File: config.mk
export PLATFORM = sky130hd
export DESIGN_NAME = complex_result_accumulator
export DESIGN_NICKNAME = d
export VERILOG_FILES = /design/src/rtl/complex_result_accumulator.sv
export SDC_FILE = /design/constraint.sdc
export NUM_CORES = 1
export LEC_CHECK = 0
export BUFFER_PORTS_ARGS = -buffer_cell sky130_fd_sc_hd__clkbuf_2
export CORE_MARGIN = 2
export CORE_UTILIZATION = 40
export DETAILED_ROUTE_END_ITERATION = 8
export PLACE_DENSITY = 0.6
export SLEW_MARGIN = 20
export SYNTH_ARGS = -nofsm -noshare
export SYNTH_HDL_FRONTEND = slang
export SYNTH_SLANG_ARGS = --single-unit
File: constraint.sdc
create_clock -name clk -period 2.8 [get_ports clk]
set_input_delay 0.42 -clock clk [delete_from_list [all_inputs] [get_ports clk]]
set_output_delay 0.42 -clock clk [all_outputs]
set_load 0.05 [all_outputs]
File: src/rtl/complex_result_accumulator.sv
// Sums acc_len consecutive complex products from the multiplier into one complex result.
// Optional macro ACC_SATURATE_EN: sticky per-component saturation instead of wrap-around.
module complex_result_accumulator #(
  parameter  int DATA_WIDTH = 8,
  parameter  int GUARD_BITS = 4,
  parameter  int CNT_WIDTH  = 5,
  localparam int PROD_WIDTH = 2 * DATA_WIDTH,
  localparam int ACC_WIDTH  = 2 * DATA_WIDTH + GUARD_BITS
) (
  input  logic                  clk,
  input  logic                  rstn,
  input  logic                  sw_rst,
  input  logic [CNT_WIDTH-1:0]  acc_len,
  input  logic                  res_val,
  output logic                  res_ready,
  input  logic [PROD_WIDTH-1:0] result_re,
  input  logic [PROD_WIDTH-1:0] result_im,
  output logic                  acc_val,
  input  logic                  acc_ready,
  output logic [ACC_WIDTH-1:0]  acc_re,
  output logic [ACC_WIDTH-1:0]  acc_im,
  output logic [CNT_WIDTH-1:0]  acc_cnt,
  output logic [1:0]            dbg_state
);

  // Handshakes: a product moves on an edge with res_val & res_ready, a sum with
  // acc_val & acc_ready; both ready/valid outputs decode registered state only.
  typedef enum logic [1:0] {
    IDLE  = 2'd0,
    ACCUM = 2'd1,
    OUT   = 2'd2
  } state_t;

  state_t               state;
  logic [ACC_WIDTH-1:0] acc_re_q, acc_im_q;
  logic [CNT_WIDTH-1:0] cnt_q, len_q;
  logic [ACC_WIDTH-1:0] ext_re, ext_im;
  logic [ACC_WIDTH-1:0] add_re, add_im;
  logic                 prod_xfer;
  logic [CNT_WIDTH-1:0] cnt_next;
  logic [CNT_WIDTH-1:0] len_eff;

  assign ext_re    = {{GUARD_BITS{result_re[PROD_WIDTH-1]}}, result_re};
  assign ext_im    = {{GUARD_BITS{result_im[PROD_WIDTH-1]}}, result_im};
  assign prod_xfer = res_val & res_ready;
  assign cnt_next  = cnt_q + 1'b1;
  assign len_eff   = (acc_len == '0) ? CNT_WIDTH'(1) : acc_len;

`ifdef ACC_SATURATE_EN
  localparam logic [ACC_WIDTH-1:0] ACC_MAX = {1'b0, {(ACC_WIDTH-1){1'b1}}};
  localparam logic [ACC_WIDTH-1:0] ACC_MIN = {1'b1, {(ACC_WIDTH-1){1'b0}}};

  logic sat_re_q, sat_im_q;
  logic clamp_re, clamp_im;

  // Returns {clamped, value}; overflow shows as disagreeing top two bits of the wide sum.
  function automatic logic [ACC_WIDTH:0] sat_add(input logic [ACC_WIDTH-1:0] a,
                                                 input logic [ACC_WIDTH-1:0] b);
    logic [ACC_WIDTH:0] s;
    s = {a[ACC_WIDTH-1], a} + {b[ACC_WIDTH-1], b};
    if (s[ACC_WIDTH] != s[ACC_WIDTH-1])
      return {1'b1, (s[ACC_WIDTH] ? ACC_MIN : ACC_MAX)};
    return {1'b0, s[ACC_WIDTH-1:0]};
  endfunction

  always_comb begin
    {clamp_re, add_re} = sat_add(acc_re_q, ext_re);
    {clamp_im, add_im} = sat_add(acc_im_q, ext_im);
    // A clamped component is frozen for the rest of the frame.
    if (sat_re_q) begin
      add_re   = acc_re_q;
      clamp_re = 1'b1;
    end
    if (sat_im_q) begin
      add_im   = acc_im_q;
      clamp_im = 1'b1;
    end
  end

  always_ff @(posedge clk or negedge rstn) begin
    if (!rstn) begin
      sat_re_q <= 1'b0;
      sat_im_q <= 1'b0;
    end else if (sw_rst || state == IDLE) begin
      sat_re_q <= 1'b0;
      sat_im_q <= 1'b0;
    end else if (state == ACCUM && prod_xfer) begin
      sat_re_q <= clamp_re;
      sat_im_q <= clamp_im;
    end
  end
`else
  always_comb begin
    add_re = acc_re_q + ext_re;
    add_im = acc_im_q + ext_im;
  end
`endif

  always_ff @(posedge clk or negedge rstn) begin
    if (!rstn) begin
      state    <= IDLE;
      acc_re_q <= '0;
      acc_im_q <= '0;
      cnt_q    <= '0;
      len_q    <= '0;
    end else if (sw_rst) begin
      state    <= IDLE;
      acc_re_q <= '0;
      acc_im_q <= '0;
      cnt_q    <= '0;
      len_q    <= '0;
    end else begin
      case (state)
        IDLE: begin
          if (prod_xfer) begin
            len_q    <= len_eff;
            acc_re_q <= ext_re;
            acc_im_q <= ext_im;
            cnt_q    <= CNT_WIDTH'(1);
            state    <= (len_eff == CNT_WIDTH'(1)) ? OUT : ACCUM;
          end
        end
        ACCUM: begin
          if (prod_xfer) begin
            acc_re_q <= add_re;
            acc_im_q <= add_im;
            cnt_q    <= cnt_next;
            if (cnt_next == len_q) state <= OUT;
          end
        end
        OUT: begin
          if (acc_ready) begin
            acc_re_q <= '0;
            acc_im_q <= '0;
            cnt_q    <= '0;
            state    <= IDLE;
          end
        end
        default: state <= IDLE;
      endcase
    end
  end

  assign res_ready = (state != OUT);
  assign acc_val   = (state == OUT);
  assign acc_re    = acc_re_q;
  assign acc_im    = acc_im_q;
  assign acc_cnt   = cnt_q;
  assign dbg_state = state;

endmodule

# --- Yosys cells after proc, flatten, opt, wreduce, memory -nomap -nowiden ---
# Index checks and enable logic that the tools add are counted.
op_classes:
  n_reduce_logical: 8
  bitwise_logic: 1
  add_sub_neg: 3
  n_mux: 25
  n_eq_ne: 9
op_table:
  columns: ["operator", "count"]
  rows:
  - ["$mux W20", 7]
  - ["$pmux W20 S3", 2]
  - ["$add A20 B20 Y20", 2]
  - ["$mux W5", 8]
  - ["$pmux W5 S3", 1]
  - ["$mux W2", 6]
  - ["$ne A3 B3 Y1 const B", 3]
  - ["$reduce_and A4 Y1", 2]
  - ["$pmux W2 S3", 1]
  - ["$add A5 B1 Y5 const B", 1]
  - ["$eq A5 B1 Y1 const B", 1]
  - ["$eq A5 B5 Y1", 1]
  - ["$logic_not A5 Y1", 1]
  - ["$reduce_bool A2 Y1", 2]
  - ["$reduce_bool A4 Y1", 1]
  - ["$ne A3 B2 Y1 const B", 1]
  - ["$eq A2 B1 Y1 const B", 1]
  - ["$eq A2 B2 Y1 const B", 1]
  - ["$logic_not A2 Y1", 1]
  - ["$ne A2 B2 Y1 const B", 1]
  - ["$reduce_and A2 Y1", 1]
  - ["$and A1 B1 Y1", 1]
totals:
  elab_cells: 51
  output_inout_bits: 49
  register_bits: 52

# --- Depth between registers and ports, before layout ---
# Gate-level depths: netlist of run 1.
depth:
  ltp_word: 7
  ltp_mapped: 11
  ltp_nobuf: 9

# --- Least setup slack after synthesis of run 1 ---
# OpenSTA, ideal clock, no wires.
synth_path:
  path_kind: "register to register"
  start: "register state[1], in the netlist dbg_state[1]"
  end: "register acc_im_q[19], in the netlist acc_im[19]"
  required_ns: 2.721
  arrival_ns: 2.915
  setup_time_ns: 0.079
  setup_slack_ns: -0.194
  path_stages_with_launch: 9
  path_cell_list: "dfrtp_1 -> ha_1 -> and4bb_2 -> a211oi_4 -> or3_1 -> buf_2 -> or4_1 -> o21ai_1 -> a2bb2oi_1"
synth_lines:
  columns: ["element", "line", "rtl"]
  rows:
  - ["start, declared", "34", "state_t state;"]
  - ["start signal, assigned", "120", "state <= (len_eff == CNT_WIDTH'(1)) ? OUT : ACCUM;"]
  - ["$eq A2 B2 Y1 (*)", null, null]
  - ["net acc_val", "18", "output logic acc_val,"]
  - ["$ne A3 B2 Y1 (no line), or another cell as far along", null, null]
  - ["$reduce_and A4 Y1 (no line) or $mux W20 (tied branches)", null, null]
  - ["end signal, assigned", "118", "acc_im_q <= ext_im;"]
  - ["end signal, assigned", "126", "acc_im_q <= add_im;"]
  - ["end, declared", "35", "logic [ACC_WIDTH-1:0] acc_re_q, acc_im_q;"]
# Mark *: on every way through the listed nets, which the timed path passes. The rest lies on a longest branch.
# A chain may end at the register's enable or synchronous reset.

# --- Worst setup path in the final report of run 1 ---
layout_path:
  start: "register acc_re_q[0], in the netlist acc_re[0]"
  end: "register acc_re_q[14], in the netlist acc_re[14]"
layout_between:
  elab_chain_len: 4
layout_lines:
  columns: ["element", "line", "rtl"]
  rows:
  - ["start, declared", "35", null]
  - ["start signal, assigned", "117", "acc_re_q <= ext_re;"]
  - ["start signal, assigned", "125", "acc_re_q <= add_re;"]
  - ["$add A20 B20 Y20", "94", "add_re = acc_re_q + ext_re;"]
  - ["$mux W20", "124", "if (prod_xfer) begin"]
  - ["$pmux W20 S3", "113", "case (state)"]
  - ["$mux W20", "106", "end else if (sw_rst) begin"]
# Every way passes these cells. The select of a mux whose other input is x is not followed.

==> results of run 1 <==
-- per-layer routing --
| metal | up-vias | track usage |
|---|---|---|
| met5 | - | 0 |
| met4 | 0 | 0.0500 |
| met3 | 10 | 0.0279 |
| met2 | 81 | 0.351 |
| met1 | 2041 | 0.287 |
| li1 | 2218 | - |
-- sequential cells by signal (all words and copies together), names as in the netlist --
| name | flops |
|---|---|
| acc_im | 20 |
| acc_re | 20 |
| acc_cnt | 5 |
| len_q | 5 |
| dbg_state | 2 |
-- through the flow --
step                      total power [uW]  area (um2)   util
after floorplan                       4530        4580      -
after global placement                5550        5270  0.467
after detailed placement              5620        5270  0.467
after CTS                             6280        5420  0.481
after global routing                  6780        5430  0.482
final                                 6270        5430  0.482
-- worst paths after layout --
check,start,end,slack [ns],cells past startpoint
hold / removal,rstn,acc_im[14],0.25,2
max in group asynchronous,rstn,acc_re[5],2.06,2
setup reg to reg,acc_re[0],acc_re[14],0.18,9
setup / recovery,acc_re[0],acc_re[14],0.18,9
min in group clk,result_im[10],acc_im[10],0.38,3
hold reg to reg,acc_im[6],acc_im[6],0.54,2
-- area by class of cell --
class                           count  area, um2  area share
Clock inverter                      2       10.0     0.00184
Clock buffer                        6        139      0.0256
Inverter                           12       45.0     0.00830
Tap cell                          143        179      0.0330
Sequential cell                    52       1300       0.240
Timing Repair Buffer              113        623       0.115
Multi-Input combinational cell    442       3130       0.577
-- worst register-to-register path: cells and delay by family, from the launching register on --
kind	cells	cell delay, ns
adder cells (fa/ha/maj)	2	0.65
AND/OR/NAND/NOR	1	0.08
AO/OA/AOI/OAI	5	1.09
multiplexers	1	0.33
flip-flops	1	0.40
-- where the power goes --
part | internal, uW | switching (uW)
Combinational | 1540 | 2810
Sequential | 1020 | 268
Clock | 354 | 284
-- kinds of logic after synthesis --
| logic type | after synthesis | share of synthesized area |
|---|---|---|
| simple gates | 165 | 0.190 |
| fa+ha+maj | 44 | 0.124 |
| flops | 52 | 0.285 |
| compound gates | 192 | 0.284 |
| mux | 10 | 0.0227 |
| buf+inv | 40 | 0.0351 |
| xor+xnor | 31 | 0.0594 |
-- cells in the mapped netlist, drive strengths merged, types with 6 or more instances --
cell	count
dfrtp	52
o21ai	49
a21oi	42
ha	42
nand2	41
nor2	25
clkbuf	22
nand3	19
nor3	17
xor2	17
a21o	14
xnor2	14
a22oi	12
inv	12
a22o	11
and2	10
nor2b	9
a221oi	8
o31ai	8
mux2i	7
nand4	7
a211oi	6
and3	6
buf	6
o21bai	6
==> metrics, run 1 <==
P&R area growth vs syn=18.8%; Slowest-stage cell, CP=fa_1; Post-route DRC=0; crit path buf inv count=0; Max stage delay on crit path=0.42 ns; Yosys top cell area share=0.285; hold_buf cts=0; Main synth FF type=dfrtp_1; Syn Inst Count=534; met3 routed WL=444 um; setup TNS=0 ns; placed cells=762; nets=712; met2 WL=5820 um; Chip Width=111 um; final period utilization=0.935; number of clock sinks=52; min Tclk post-route=2.62 ns; initial core utilization=0.405; hold crit path type=input pin to asynchronous set/reset pin; antenna violations before repair=0; Fin. Hold Viols=0; Starting DRT DRC Count=193; Clock Pin Slew Worst Setup and Hold Paths=0.07 ns; CTS tree=built; final WL=12600 um; most frequent cells in the layout=clkbuf_2 (90), dfrtp_1 (52), o21ai_0 (47); IO Pins=91; worst path arrival time=2.83 ns; worst-case clock buffer depth=2; clock root buffer=clkbuf_16; max layer used=met4; sequential share of the synthesized area=0.285; Max VDD drop=0.000543 V; Hold WS=0.245 ns; cells taking the most area after synthesis=dfrtp_1 (28%), ha_1 (12%), o21ai_0 (5.1%), a21oi_1 (4.6%), nand2_1 (3.4%); Post-synth EDFFs=0; IO Port Bufs=90; DP Worst Slack=-0.00484 ns; Max Slew Vio Count=0; crit path cell chain=ha_1 -> fa_1 -> a21oi_1 -> o2111a_1 -> o31ai_1 -> a31o_2 -> nand3_1 -> mux2_2 -> o21ai_0; worst-path fanout max=3; TritonCTS Buffers=5; Crit path required time=3.01 ns; max_slew headroom=0.525; Clock Latency Late Sink=0.29 ns; # rows=39; # resized after CTS=0; Setup crit start kind=flop; M1 WL=6150 um; unrepaired setup endpoints after global routing=false; grt ovf=0; Slew @ Worst Pin=0.713 ns; vias in the first global route=4345; largest net degree at the start of global routing=53; hpwl dp=9720 um; max cap viols=0; yosys warns=0; most common cell after layout, fill and taps aside=clkbuf_2; Mapped Area=0.00457 mm2; Fmax=0.382 GHz; cell family with most CP delay=compound AO/OA/AOI/OAI gates; Clock Skew=0.00648 ns; CP endpoint kind=flop; gr usage total=0.209; area leader, netlist=dfrtp_1; status=completed; final worst slack=0.181 ns; Filler Cell Count=1097; Die Ht=111 um; gpl congestion=0.965; PwrDens=1160 mW/mm2; postcts setup bufs=0; routed len/inst=16.3 um; DR vias/cell=5.65; asr flop ratio synth=1.00; Cell variety after synth=66; core area=0.0113 mm2; H-tree depth=2; Final Non-Filler Cells=770; # diodes=0; Post-DRT Antenna Nets=0; vias=4350; Syn Area/Cell=8.55 um2; DIE AREA=0.0123 mm2; Finish-stage setup viols=0; fraction of layout cells with a size suffix above 1=0.217; Syn Nets=620; 1st-pass router iterations=4; first-pass GRT wire length=21400 um; worst setup path class=flop to flop; leakage power=0.00267 uW; flops & latches, synth=52
Power figures use the tool's default switching activity.
==> inputs of run 2 (changes only) <==
- PLACE_DENSITY: 0.6 -> 0.65
- SLEW_MARGIN: 20 -> not set
==> run 2 against run 1 <==
Against the previous run: global-route usage rose by 0.21 points; hold slack got worse by 0.064 ns; register-to-register slack lost 0.05 ns; sequential power about the same; flip-flop and latch count stayed put; die area is the same; critical path type unchanged; combinational power about the same; core utilization is 0.13 points lower; non-clock buffer count decreased by 2; first-iteration DRC count increased by 6.7%.
==> metrics, run 2 (synthesized netlist as in run 1, its figures left out) <==
Post-DRT Antenna Nets=0; Clock Pin Slew Worst Setup and Hold Paths=0.07 ns; Max VDD drop=0.000411 V; Fmax=0.375 GHz; most common cell after layout, fill and taps aside=clkbuf_2; Fin. Hold Viols=0; worst setup path class=flop to flop; crit path cell chain=ha_1 -> fa_1 -> a21oi_1 -> o2111a_1 -> o31ai_2 -> a31o_2 -> nand3_1 -> mux2_2 -> o21ai_0; nets=710; H-tree depth=2; Post-route DRC=0; worst-case clock buffer depth=2; combinational share of power=0.690; Finish-stage setup viols=0; Design Power=6280 uW; 1st-pass router iterations=4; unrepaired setup endpoints after global routing=false; gpl congestion=0.952; DIE AREA=0.0123 mm2; leakage power=0.00266 uW; Max stage delay on crit path=0.42 ns; worst-path fanout max=3; worst r2r dst=acc_re[14]; R2R Path Start=acc_re[0]; final instance area=0.00541 mm2; final period utilization=0.953; most frequent cells in the layout=clkbuf_2 (90), dfrtp_1 (52), o21ai_0 (47); switch share=0.539; initial core utilization=0.405; DP Worst Slack=0.00129 ns; Die Ht=111 um; hold crit path type=input pin to asynchronous set/reset pin; hpwl dp=10100 um; max_slew headroom=0.493; vias in the first global route=4365; DR vias/cell=5.84; CTS tree=built; # diodes=0; worst path arrival time=2.89 ns; Psw=3380 uW; largest net degree at the start of global routing=37; Slew @ Worst Pin=0.760 ns; core area=0.0113 mm2; Reg power frac=0.206; final WL=12900 um; vias=4484; Clock Latency Late Sink=0.30 ns; # rows=39; CP endpoint kind=flop; status=completed; internal power=2900 uW; setup TNS=0 ns; Worst R2R Setup Slack=0.13 ns; part of the power in the clock network=0.104; PwrDens=1160 mW/mm2; IO Pins=91; IO Port Bufs=90; Area after DPL=0.00525 mm2; Clock Skew=0.00831 ns; first-pass GRT wire length=21800 um; fraction of layout cells with a size suffix above 1=0.213; worst r2r path cells=9; Slowest-stage cell, CP=dfrtp_1; routed len/inst=16.8 um; Chip Width=111 um; Max Slew Vio Count=0; final worst slack=0.131 ns; number of clock sinks=52; Setup crit start kind=flop; max cap viols=0; clock root buffer=clkbuf_16; Crit path required time=3.02 ns; min Tclk post-route=2.67 ns; gr usage total=0.211; TritonCTS Buffers=5; grt ovf=0; antenna violations before repair=0; Starting DRT DRC Count=206; P&R area growth vs syn=18.5%
-- run 2: cell count changes in the layout (fill, tap and decap cells not counted) --
cell / change
buf_4: -2
clkinv_2: -2
a221oi_1: +1
a221oi_2: -1
clkbuf_1: +1
clkinvlp_4: +1
o31ai_1: -1
o31ai_2: +1
-- run 2: stage by stage --
step,std cells,hold WS (ns),util
after CTS,768,0.212,0.479
after detailed placement,760,0.511,0.466
after floorplan,534,0.124,-
after global placement,760,0.500,0.466
after global routing,768,0.244,0.480
final,768,0.181,0.480
-- run 2: critical path, delay by kind of cell (launching register included) --
kind	cells	cell delay (ns)
AO/OA/AOI/OAI	5	1.10
adder cells (fa/ha/maj)	2	0.66
flip-flops	1	0.42
multiplexers	1	0.32
AND/OR/NAND/NOR	1	0.09
-- run 2: power by group through the flow --
stage	combinational (uW)	clock (uW)	sequential [uW]
floorplan	2390	0	2140
global placement	4220	0	1290
detailed placement	4300	0	1310
CTS	4320	668	1290
global route	4730	692	1340
finish	4340	651	1290
-- run 2: final cells by class --
class	count	area, um2
tap	143	179
multi-input combinational	442	3130
sequential	52	1300
timing repair buffer	111	608
clock buffer	7	143
fill	1095	5860
inverter	12	45.0
clock inverter	1	7.51
-- run 2: layer usage --
metal / vias up / part of all wire / wire [um] / GRT usage
met4: 0 / 0.016 / 203 / 0.0500
met5: - / 0 / 0 / 0
met2: 88 / 0.47 / 6090 / 0.347
met1: 2181 / 0.48 / 6240 / 0.298
li1: 2201 / - / - / -
met3: 14 / 0.029 / 379 / 0.0252
-- run 2: repair_timing --
| item | in CTS | in global routing |
|---|---|---|
| setup buffers | 0 | 0 |
| gates resized for setup | 0 | 2 |
| hold buffers | 0 | 0 |
| setup endpoints to repair | 0 | 3 |
-- run 2: worst max-delay path by stage --
stage / slack, ns / endpoint / cells after the start / start
final: 0.13 / acc_re[14] / 9 / acc_re[0]
after global routing: 0.009 / acc_im[19] / 9 / dbg_state[1]
after CTS: 0.15 / acc_re[19] / 8 / acc_re[3]
after detailed placement: 0.001 / acc_re[19] / 9 / result_re[15]
after global placement: 0.11 / acc_im[17] / 9 / result_im[1]
after floorplan: 0.04 / acc_re[19] / 9 / dbg_state[1]
==> inputs of run 3 (changes only) <==
- CORE_MARGIN: 2 -> 3
- RECOVER_POWER: not set -> 50
- SETUP_SLACK_MARGIN: not set -> 0.2
==> run 3 against run 2 <==
Against the previous run: critical path depth fell by 1; sequential power barely moved; global-route usage fell by 0.98 points; die area rose by 3.6%; wire length rose by 1.2%; core utilization rose by 2.5 points; sequential share of layout area fell by 0.44 points; clock skew rose by 0.0010 ns; critical endpoint is now acc_im[17].
==> metrics, run 3 (synthesized netlist as in run 1, its figures left out) <==
status=completed; IO Pins=91; final WL=13100 um; P&R area growth vs syn=21.6%; crit path cell chain=ha_1 -> and2_1 -> a221oi_2 -> nand4_1 -> a41o_1 -> mux2_1 -> a311oi_2 -> o21ai_1; core area=0.0110 mm2; vias in the first global route=4414; Slowest-stage cell, CP=dfrtp_1; CTS tree=built; vias=4563; H-tree depth=2; Fmax=0.389 GHz; Max Slew Vio Count=0; worst-path fanout max=5; most frequent cells in the layout=clkbuf_2 (67), dfrtp_1 (45), o21ai_0 (44); number of clock sinks=52; PwrDens=1160 mW/mm2; most common cell after layout, fill and taps aside=clkbuf_2; Slew @ Worst Pin=1.38 ns; Fin. Hold Viols=0; # rows=38; grt ovf=0; hold crit path type=input pin to flop; IO Port Bufs=90; fraction of layout cells with a size suffix above 1=0.222; Crit path required time=2.98 ns; DIE AREA=0.0127 mm2; routed len/inst=16.9 um; Post-DRT Antenna Nets=0; final worst slack=0.229 ns; crit path buf inv count=0; Max stage delay on crit path=0.40 ns; gpl congestion=0.845; initial core utilization=0.416; setup TNS=0 ns; worst path arrival time=2.75 ns; final period utilization=0.918; Post-route DRC=0; max cap viols=0; Clock Skew=0.00931 ns; nets=719; gr usage total=0.201; worst setup path class=flop to flop; min Tclk post-route=2.57 ns; largest net degree at the start of global routing=53; max_slew headroom=0.0776; cell family with most CP delay=compound AO/OA/AOI/OAI gates; Clock Pin Slew Worst Setup and Hold Paths=0.07 ns; DP Worst Slack=0.110 ns; worst-case clock buffer depth=2; Finish-stage setup viols=0; 1st-pass router iterations=5; Starting DRT DRC Count=307; first-pass GRT wire length=21300 um; hpwl dp=9700 um; Max VDD drop=0.000550 V; leakage power=0.00262 uW; Chip Width=113 um; Die Ht=113 um; clock root buffer=clkbuf_16; Clock Latency Late Sink=0.30 ns; CP endpoint kind=flop; antenna violations before repair=0; Setup crit start kind=flop; hold_buf cts=0; # diodes=0; DR vias/cell=5.90; unrepaired setup endpoints after global routing=true; Worst R2R Setup Slack=0.23 ns; TritonCTS Buffers=5
## run 3: changes by cell type in the layout (fill, tap and decap cells not counted), sizes merged
cell / change
buf: +8
clkinv: +1
## run 3: final timing paths
check | depth (start not counted) | start | endpoint
max | 8 | acc_im[8] | acc_im[17]
min | 3 | acc_len[2] | len_q[2]
max reg2reg | 8 | acc_im[8] | acc_im[17]
min reg2reg | 2 | acc_re[6] | acc_re[6]
max in group asynchronous | 2 | rstn | dbg_state[1]
min in group asynchronous | 2 | rstn | acc_im[8]
## run 3: timing repair
action,in CTS,in global routing
pin swaps,1,5
cloned,0,0
resized for setup,0,26
buffers inserted,1,4
endpoints found under the setup margin,2,22
## run 3: power breakdown
group / internal (uW) / total (uW) / switching [uW]
registers: 1030 / 1310 / 280
logic: 1620 / 4520 / 2900
clock network: 332 / 629 / 298
total: 2980 / 6460 / 3470
## run 3: per-stage QoR
stage                     hold slack [ns]  utilization  area (um2)  power [uW]  instances
after floorplan                     0.124            -        4590        4540        534
after global placement              0.495        0.481        5290        5570        761
after detailed placement            0.506        0.481        5290        5640        761
after CTS                           0.296        0.495        5440        6300        770
after global routing                0.369        0.506        5550        6950        774
final                               0.365        0.506        5550        6460        774
## run 3: worst register-to-register path, cell delays in order, from the launching register on
cell,delay [ns]
dfrtp_1,0.40
ha_1,0.35
and2_1,0.19
a221oi_2,0.29
nand4_1,0.21
a41o_1,0.32
mux2_1,0.32
a311oi_2,0.27
o21ai_1,0.09
## run 3: cell type report
class | count | area [um2]
clock buffers | 6 | 129
clock inverters | 2 | 12.5
fillers | 1036 | 5430
inverters | 12 | 45.0
multi-input cells | 442 | 3230
flip-flops and latches | 52 | 1310
well taps | 140 | 175
repair buffers | 120 | 651
## run 3: routing by layer
| metal | vias to the layer above | GRT usage | wire [um] |
|---|---|---|---|
| met4 | 0 | 0.0561 | 204 |
| met1 | 2194 | 0.273 | 6190 |
| li1 | 2228 | - | - |
| met3 | 16 | 0.0358 | 682 |
| met2 | 125 | 0.331 | 5990 |
| met5 | - | 0 | 0 |
